--- src/rtl/arp_cache.sv ---
// ARP cache: maps IPv4 protocol addresses to MAC addresses.
// It is a Wishbone classic slave with a linear scan, per-entry ageing and expiry, and a flush.
// A store that misses replaces the lowest invalid entry, or else the oldest entry.
module arp_cache #(
    parameter int unsigned DEPTH     = 8,
    parameter int unsigned AGE_W     = 8,
    parameter int unsigned TICK_DIV  = 125000,
    parameter int unsigned ENTRY_TTL = 200
) (
    input  logic                     wb_clk_i,
    input  logic                     wb_rst_i,
    input  logic                     wb_cyc_i,
    input  logic                     wb_stb_i,
    input  logic                     wb_we_i,
    output logic                     wb_ack_o,
    output logic                     wb_err_o,
    input  logic [31:0]              prot_addr_i,
    input  logic [47:0]              hw_addr_i,
    output logic [47:0]              hw_addr_o,
    input  logic                     flush_i,
    output logic [$clog2(DEPTH):0]   valid_count_o
);

    localparam int unsigned IDX_W = $clog2(DEPTH);
    localparam int unsigned PRE_W = $clog2(TICK_DIV);
    localparam int unsigned AW1   = AGE_W + 1;
    localparam logic [IDX_W-1:0] LastIdx = IDX_W'(DEPTH - 1);
    localparam logic [PRE_W-1:0] PreMax  = PRE_W'(TICK_DIV - 1);
    localparam logic [AGE_W:0]   Ttl     = AW1'(ENTRY_TTL);

    localparam logic [1:0] StIdle = 2'd0;
    localparam logic [1:0] StScan = 2'd1;
    localparam logic [1:0] StResp = 2'd2;

    // Entry storage
    logic [31:0]      prot_q [DEPTH];
    logic [47:0]      hw_q   [DEPTH];
    logic [AGE_W-1:0] age_q  [DEPTH];
    logic [DEPTH-1:0] valid_q;

    // Transaction and control state
    logic [1:0]       state_q, state_d;
    logic             we_q, hit_q, flush_pend_q;
    logic [31:0]      addr_q;
    logic [47:0]      hwin_q, hw_addr_q;
    logic [IDX_W-1:0] idx_q;
    logic [IDX_W-1:0] vic_idx_q, vic_idx_d;
    logic             vic_inv_q, vic_inv_d;
    logic [AGE_W-1:0] vic_age_q, vic_age_d;
    logic [PRE_W-1:0] presc_q;
    logic [IDX_W:0]   count_q, pop;

    logic             tick, busy, flush_now, start, abort, scan_done;
    logic             cur_live, cur_hit, wr_en;
    logic [IDX_W-1:0] wr_idx;
    logic [AGE_W:0]   age_inc [DEPTH];
    logic [DEPTH-1:0] expire;

    // Age prescaler: tick is high for one cycle on every wrap
    always_ff @(posedge wb_clk_i or negedge wb_rst_i) begin
        if (!wb_rst_i)             presc_q <= '0;
        else if (presc_q == PreMax) presc_q <= '0;
        else                        presc_q <= presc_q + PRE_W'(1);
    end

    assign tick = (presc_q == PreMax);

    // Entries whose age reaches the TTL on this tick are already dead for comparison
    always_comb begin
        for (int i = 0; i < DEPTH; i++) begin
            age_inc[i] = {1'b0, age_q[i]} + AW1'(1);
            expire[i]  = tick && valid_q[i] && (age_inc[i] >= Ttl);
        end
    end

    // Compare, victim tracking and handshake decode
    always_comb begin
        busy      = wb_cyc_i && wb_stb_i;
        flush_now = (state_q == StIdle) && (flush_pend_q || flush_i);
        start     = (state_q == StIdle) && !flush_now && busy;
        abort     = (state_q == StScan) && !busy;
        cur_live  = valid_q[idx_q] && !expire[idx_q];
        cur_hit   = cur_live && (prot_q[idx_q] == addr_q);
        scan_done = (state_q == StScan) && busy && (cur_hit || idx_q == LastIdx);

        vic_idx_d = vic_idx_q;
        vic_inv_d = vic_inv_q;
        vic_age_d = vic_age_q;
        if (!vic_inv_q) begin
            if (!cur_live) begin
                vic_idx_d = idx_q;
                vic_inv_d = 1'b1;
            end else if (age_q[idx_q] > vic_age_q) begin
                vic_idx_d = idx_q;
                vic_age_d = age_q[idx_q];
            end
        end

        wr_en  = scan_done && we_q;
        wr_idx = cur_hit ? idx_q : vic_idx_d;
    end

    // FSM next state
    always_comb begin
        state_d = state_q;
        unique case (state_q)
            StIdle:  if (start) state_d = StScan;
            StScan:  if (abort) state_d = StIdle;
                     else if (scan_done) state_d = StResp;
            StResp:  state_d = StIdle;
            default: state_d = StIdle;
        endcase
    end

    // Transaction registers, flush latch, hit data and victim tracking
    always_ff @(posedge wb_clk_i or negedge wb_rst_i) begin
        if (!wb_rst_i) begin
            state_q      <= StIdle;
            flush_pend_q <= 1'b0;
            we_q         <= 1'b0;
            hit_q        <= 1'b0;
            addr_q       <= '0;
            hwin_q       <= '0;
            hw_addr_q    <= '0;
            idx_q        <= '0;
            vic_idx_q    <= '0;
            vic_inv_q    <= 1'b0;
            vic_age_q    <= '0;
        end else begin
            state_q <= state_d;
            if (flush_now)                      flush_pend_q <= 1'b0;
            else if (flush_i && state_q != StIdle) flush_pend_q <= 1'b1;
            if (start) begin
                we_q      <= wb_we_i;
                addr_q    <= prot_addr_i;
                hwin_q    <= hw_addr_i;
                idx_q     <= '0;
                vic_idx_q <= '0;
                vic_inv_q <= 1'b0;
                vic_age_q <= '0;
            end else if (state_q == StScan && busy) begin
                vic_idx_q <= vic_idx_d;
                vic_inv_q <= vic_inv_d;
                vic_age_q <= vic_age_d;
                if (scan_done) hit_q <= cur_hit;
                else           idx_q <= idx_q + IDX_W'(1);
            end
            if (scan_done && !we_q && cur_hit) hw_addr_q <= hw_q[idx_q];
        end
    end

    // Entry update: ageing/expiry, flush, then a store write which overrides the tick
    always_ff @(posedge wb_clk_i or negedge wb_rst_i) begin
        if (!wb_rst_i) begin
            valid_q <= '0;
            for (int i = 0; i < DEPTH; i++) begin
                prot_q[i] <= '0;
                hw_q[i]   <= '0;
                age_q[i]  <= '0;
            end
        end else begin
            for (int i = 0; i < DEPTH; i++) begin
                if (tick && valid_q[i]) begin
                    age_q[i] <= age_inc[i][AGE_W-1:0];
                    if (expire[i]) valid_q[i] <= 1'b0;
                end
                if (flush_now) valid_q[i] <= 1'b0;
                if (wr_en && wr_idx == IDX_W'(i)) begin
                    prot_q[i]  <= addr_q;
                    hw_q[i]    <= hwin_q;
                    valid_q[i] <= 1'b1;
                    age_q[i]   <= '0;
                end
            end
        end
    end

    // Population count of valid bits, registered
    always_comb begin
        pop = '0;
        for (int i = 0; i < DEPTH; i++) pop = pop + {{IDX_W{1'b0}}, valid_q[i]};
    end

    // Registered valid count
    always_ff @(posedge wb_clk_i or negedge wb_rst_i) begin
        if (!wb_rst_i) count_q <= '0;
        else           count_q <= pop;
    end

    assign wb_ack_o      = (state_q == StResp) && (we_q || hit_q);
    assign wb_err_o      = (state_q == StResp) && !we_q && !hit_q;
    assign hw_addr_o     = hw_addr_q;
    assign valid_count_o = count_q;

endmodule

--- config.mk ---
export PLATFORM = sky130hd
export DESIGN_NAME = arp_cache
export DESIGN_NICKNAME = d
export VERILOG_FILES = /design/src/rtl/arp_cache.sv
export SDC_FILE = /design/constraint.sdc
export NUM_CORES = 1
export LEC_CHECK = 0
export CORE_ASPECT_RATIO = 0.75
export CORE_UTILIZATION = 45
export CTS_CLUSTER_SIZE = 28
export DETAILED_ROUTE_END_ITERATION = 7
export PLACE_DENSITY_LB_ADDON = 0.15
export SETUP_SLACK_MARGIN = 0.05
export SLEW_MARGIN = 10
export SYNTH_ARGS = -nofsm -noshare
export SYNTH_HDL_FRONTEND = slang
export SYNTH_SLANG_ARGS = --single-unit
--- constraint.sdc ---
create_clock -name wb_clk_i -period 6.4 [get_ports wb_clk_i]
set_clock_uncertainty 0.2 [all_clocks]
set_input_delay 1.92 -clock wb_clk_i [delete_from_list [all_inputs] [get_ports wb_clk_i]]
set_output_delay 1.92 -clock wb_clk_i [all_outputs]
set_load 0.1 [all_outputs]
## After elaboration in Yosys (flattened, before gate mapping)

Index checks and enable logic that the tools add are counted.

| operators by class | value |
|---|---|
| add/sub/neg operators | 17 |
| multipliers | 0 |
| divide/modulo/power cells | 0 |
| order comparisons | 11 |
| equality and inequality tests | 16 |
| shift operators | 0 |
| muxes and demuxes | 86 |
| bitwise operators | 2 |
| reductions and logical operators | 91 |

Operators with widths:

| kind | number |
|---|---|
| 8-bit 2-to-1 mux | 23 |
| 48-bit binary-select mux with 3-bit select | 1 |
| 32-bit binary-select mux with 3-bit select | 1 |
| 48-bit 2-to-1 mux | 2 |
| 8-bit by 1-bit adder with 9-bit output, second input constant | 8 |
| 9-bit by 8-bit >= comparator with 1-bit output, second input constant | 8 |
| 32-bit 2-to-1 mux | 2 |
| 3-bit nonzero test | 16 |
| 1-bit logical AND | 40 |
| 1-bit 2-to-1 mux | 40 |
| 32-bit equality test | 1 |
| 3-bit 2-to-1 mux | 9 |
| 2-bit nonzero test | 13 |
| 8-bit binary-select mux with 3-bit select | 1 |
| 2-bit AND reduction | 10 |
| 17-bit by 1-bit adder with 17-bit output, second input constant | 1 |
| 17-bit equality test, second input constant | 1 |
| 17-bit 2-to-1 mux | 1 |
| 4-bit by 1-bit adder with 4-bit output | 4 |
| 3-bit equality test, second input constant | 5 |
| 8-bit greater-than comparator | 1 |
| 1-bit binary-select mux with 3-bit select | 2 |
| 3-bit by 2-bit equality test with 1-bit output, second input constant | 2 |
| 2-bit 2-to-1 mux | 3 |
| other kinds (21) | 28 |

| word-level totals | value |
|---|---|
| bits in registers | 881 |
| bits in latches | 0 |
| memory bits (writable) | 0 |
| bits in read-only memories | 0 |
| bits of input ports | 86 |
| memories kept | 0 |

## Depth between registers and ports, before layout

| logic depth | value |
|---|---|
| word-level depth | 14 |
| gate-level depth with buffers | 20 |
| mapped depth without buffers | 14 |

## Worst setup path after synthesis

No wires, ideal clock.

| path | value |
|---|---|
| path kind | reg2reg |
| from | register idx_q[0] |
| to | register hw_q[228] (netlist name) |
| arrival time | 4.471 ns |
| data required time | 6.075 ns |
| slack | 1.604 ns |
| stages on the path, launching flop included | 19 |
| period minus slack after synthesis | 4.796 ns |
| cell sequence | dfrtp_1 buf_2 buf_1 mux4_2 nand2_1 nand2_1 ha_1 nor2b_1 o21a_1 o21a_1 o21a_1 o21bai_1 a21oi_1 o31a_1 nor4b_2 o22ai_2 buf_6 buf_6 mux2_4 |

| on the way | value |
|---|---|
| cells in the longest elaborated chain, start to end | 11 |
| elaborated cells on any way between the ends | 26 |

RTL lines:

| item | RTL line | RTL |
|---|---|---|
| start: declaration | 46 | `logic [IDX_W-1:0] idx_q;` |
| start signal: assignment | 146 | `else idx_q <= idx_q + IDX_W'(1);` |
| 3-bit NOT with 4-bit output (not written as such) | 83, 93 |  |
| 8-bit binary-select mux with 3-bit select | 93 | `end else if (age_q[idx_q] > vic_age_q) begin` |
| 8-bit 2-to-1 mux (not written as such) (2 in a row) | 93 |  |
| 8-bit greater-than comparator | 93 |  |
| 3-bit 2-to-1 mux | 93 |  |
| 3-bit 2-to-1 mux | 90 | `if (!cur_live) begin` |
| 3-bit 2-to-1 mux | 89 | `if (!vic_inv_q) begin` |
| 3-bit 2-to-1 mux | 100 | `wr_idx = cur_hit ? idx_q : vic_idx_d;` |
| 3-bit by 2-bit equality test with 1-bit output | 168 | `if (wr_en && wr_idx == IDX_W'(i)) begin` |
| 1-bit logical AND (*) | 168 |  |
| end signal: indexed assignment | 170 | `hw_q[i] <= hwin_q;` |
| end: declaration | 37 | `logic [47:0] hw_q [DEPTH];` |

Mark *: on every way between the ends. The rest lies on a longest branch, timed or not. The select of a mux whose other input is x is not followed.
A chain may end at the register's enable or synchronous reset.

## Final worst setup path

| path | value |
|---|---|
| from | register idx_q[1] |
| to | register hw_q[329] (netlist name) |

| on the way | value |
|---|---|
| cells in the longest elaborated chain, start to end | 11 |
| elaborated cells on any way between the ends | 26 |

RTL lines:

| item | RTL line |
|---|---|
| 3-bit NOT with 4-bit output (not written as such) | 83, 93 |
| 8-bit binary-select mux with 3-bit select | 93 |
| 8-bit 2-to-1 mux (not written as such) (2 in a row) | 93 |
| 8-bit greater-than comparator | 93 |
| 3-bit 2-to-1 mux | 93 |
| 3-bit 2-to-1 mux | 90 |
| 3-bit 2-to-1 mux | 89 |
| 3-bit 2-to-1 mux | 100 |
| 3-bit by 1-bit equality test with 1-bit output | 168 |
| 1-bit logical AND (*) | 168 |

Marks and branches as above.

==> impl_metrics.json <==
{
  "outcome": "completed",
  "rows": 95,
  "root_buffer": "clkbuf_16",
  "syn-num-nets": 3165,
  "min_period_ns": 5.79,
  "cts_buffers": 90,
  "relSlewSlack": 0.282,
  "dpl-instance-area_um2": 43800,
  "clock_latency_ns": 0.66,
  "start_util": 0.456,
  "coreArea_um2": 90100,
  "rsz0062_at_grt": "no",
  "worstMarginPinSlew_ns": 1.07,
  "ios": 140,
  "clk_path_buf_depth": 3,
  "setup_tns_ns": 0,
  "worstSetupPathType": "flip-flop to flip-flop",
  "dieHeight_um": 264,
  "ant_nets": 0,
  "worst_ep_arrival_time_ns": 6.13,
  "die_area_um2": 92600,
  "endpoint_kind": "flip-flop",
  "grt_overflow": 0,
  "numPortBuffers": 139,
  "vias": 24700,
  "drv_slew": 0,
  "yosysSeqAreaShare": 0.536,
  "setup_viol": 0,
  "ys_types": 74,
  "cp.required_ns": 6.74,
  "hold_depth": 2,
  "grt_pass1_vias": 26500,
  "peakVddDrop_mv": 0.174,
  "yosysWarnings": 0,
  "powerDensity_nw_per_um2": 271,
  "fillers": 7588,
  "cts-resized-gates": 0,
  "h-tree-depth": 3,
  "grt_max_degree": 150,
  "die_w_um": 351,
  "reg2reg_depth": 11,
  "drt-total-wl_um": 98600,
  "synth-seq-cells": 881,
  "start_kind": "flip-flop",
  "diodes": 0,
  "grt_antenna_before_repair": 0,
  "finalInstanceArea_um2": 47200,
  "multi_input_area_um2": 18000,
  "cts.sinks": 881,
  "synthArstFlopShare": 1.00,
  "ctsHoldBuffers": 0,
  "final_nets": 3245,
  "track_usage": 0.219,
  "timing.fmax_mhz": 173,
  "synthCells": 3045,
  "cts_tree": "built",
  "cts.reportedPaths.clkPinSlew_ns": 0.06,
  "dp_hpwl_um": 59400,
  "cap_violations": 0,
  "finalHoldViolCount": 0,
  "power_w": 0.0128,
  "vias_per_cell": 5.60,
  "avgRoutedWirePerCell_um": 22.4,
  "synth_flop_cell": "dfrtp_1",
  "leakagePower_nw": 22.9,
  "dr.pass1.iters": 5,
  "drt-initial-drc-count": 1586,
  "gp_congestion": 0.851,
  "cts_setup_buffers": 0,
  "seqCellArea_um2": 22100,
  "synth_area_per_cell_um2": 13.5,
  "final_util": 0.524,
  "hold_class": "flip-flop to flip-flop",
  "grt_pass1_wl_um": 158000,
  "drive_above_1_share": 0.326,
  "crit_fanout": 49,
  "drc_errors": 0,
  "area_delta_synth_final_pct": 14.7,
  "netlist_area_um2": 41100,
  "synth_edf_count": 0,
  "finalCritPeriodShare": 0.904
}
==> Yosys cell counts, drive strengths merged, types with 10 or more instances <==
master / number / share of area
dfrtp: 881 / 0.54
inv: 19 / 0.0017
nor3: 22 / 0.0028
o21ai: 57 / 0.0069
clkbuf: 74 / 0.0068
a21oi: 20 / 0.0026
nand4: 26 / 0.0040
nand2: 404 / 0.037
and3: 17 / 0.0026
xor2: 46 / 0.0098
nor2: 48 / 0.0044
nand3: 48 / 0.0058
o31ai: 10 / 0.0018
mux2i: 133 / 0.032
ha: 30 / 0.0091
mux4: 146 / 0.080
a22oi: 32 / 0.0058
mux2: 645 / 0.18
and2: 64 / 0.0097
xnor2: 58 / 0.012
buf: 142 / 0.018
==> area by class of cell <==
class                      instances  share of cell area
sequential                       881               0.468
multi-input combinational       1928               0.382
clock buffer                     124              0.0565
timing repair buffer             204              0.0452
tap                             1212              0.0321
clock inverter                    44              0.0145
inverter                          20             0.00162
==> cells in the final DEF (no fill, tap or decap), drive strengths merged, types with 8 or more instances in the layout <==
| cell type | count |
|---|---|
| a21oi | 20 |
| a22oi | 32 |
| and2 | 64 |
| and3 | 17 |
| buf | 66 |
| bufinv | 16 |
| clkbuf | 124 |
| clkdlybuf4s50 | 138 |
| clkinv | 22 |
| dfrtp | 881 |
| ha | 30 |
| inv | 22 |
| mux2 | 645 |
| mux2i | 133 |
| mux4 | 146 |
| nand2 | 404 |
| nand3 | 48 |
| nand4 | 26 |
| nor2 | 48 |
| nor3 | 22 |
| nor4 | 9 |
| o211ai | 8 |
| o21ai | 57 |
| o22ai | 9 |
| o31ai | 10 |
| xnor2 | 58 |
| xor2 | 46 |
==> routing by layer <==
metal | global-route usage | vias up | wire length [µm]
met4 | 0.0504 | 0 | 1940
li1 | - | 11000 | -
met5 | 0 | - | 0
met1 | 0.320 | 13100 | 47200
met2 | 0.344 | 431 | 45800
met3 | 0.0346 | 148 | 3740
==> state kept, by name (all words and copies together) (netlist names), 17 cells and up <==
register / flops
hw_addr_o: 48
prot_q: 256
hw_q: 384
age_q: 64
presc_q: 17
hwin_q: 48
addr_q: 32
==> final timing paths <==
path                               from          endpoint  slack [ns]
min                        hw_addr_o[7]      hw_addr_o[7]        0.28
max                            idx_q[1]         hw_q[329]        0.61
max reg2reg                    idx_q[1]         hw_q[329]        0.61
max in group asynchronous      wb_rst_i         hw_q[158]        3.57
min in group asynchronous      wb_rst_i  valid_count_o[1]        1.09
min reg2reg                hw_addr_o[7]      hw_addr_o[7]        0.28
==> critical path: stages (launching register included) <==
cell and delay [ns]:
dfrtp_4 1.04, buf_4 0.31, mux4_2 0.51, mux2i_1 0.18, xnor2_1 0.11, nor4_1 0.53
nand4_1 0.42, or4b_1 0.75, a21oi_1 0.47, o22ai_4 0.31, buf_4 0.38, mux2_4 0.36
==> power by group <==
group | total [W] | switching (W) | internal [W]
clock | 0.00586 | 0.00229 | 0.00357
sequential | 0.00600 | 0.000326 | 0.00568
combinational | 0.000896 | 0.000526 | 0.000370
==> per-stage QoR <==
step                std cells  hold slack (ns)  setup WS (ns)
CTS                      4413            0.285          0.526
floorplan                3045            0.249           1.60
global placement         4245            0.268          0.680
detailed placement       4245            0.275          0.522
global route             4413            0.293          0.359
finish                   4413            0.285          0.613
==> cells by family (layout without fill, tap and decap cells) <==
family | count (synthesis) | after routing | share of synthesized area
AOI/OAI and AO/OA | 181 | 181 | 0.0305
xor gates and xnor gates | 104 | 104 | 0.0222
adders and majority gates | 34 | 34 | 0.0111
buffers and inverters | 236 | 392 | 0.0269
DFF | 881 | 881 | 0.536
muxes | 924 | 924 | 0.296
and+or+nand+nor | 685 | 685 | 0.0771
No activity file was read; power rests on OpenSTA's default activity.
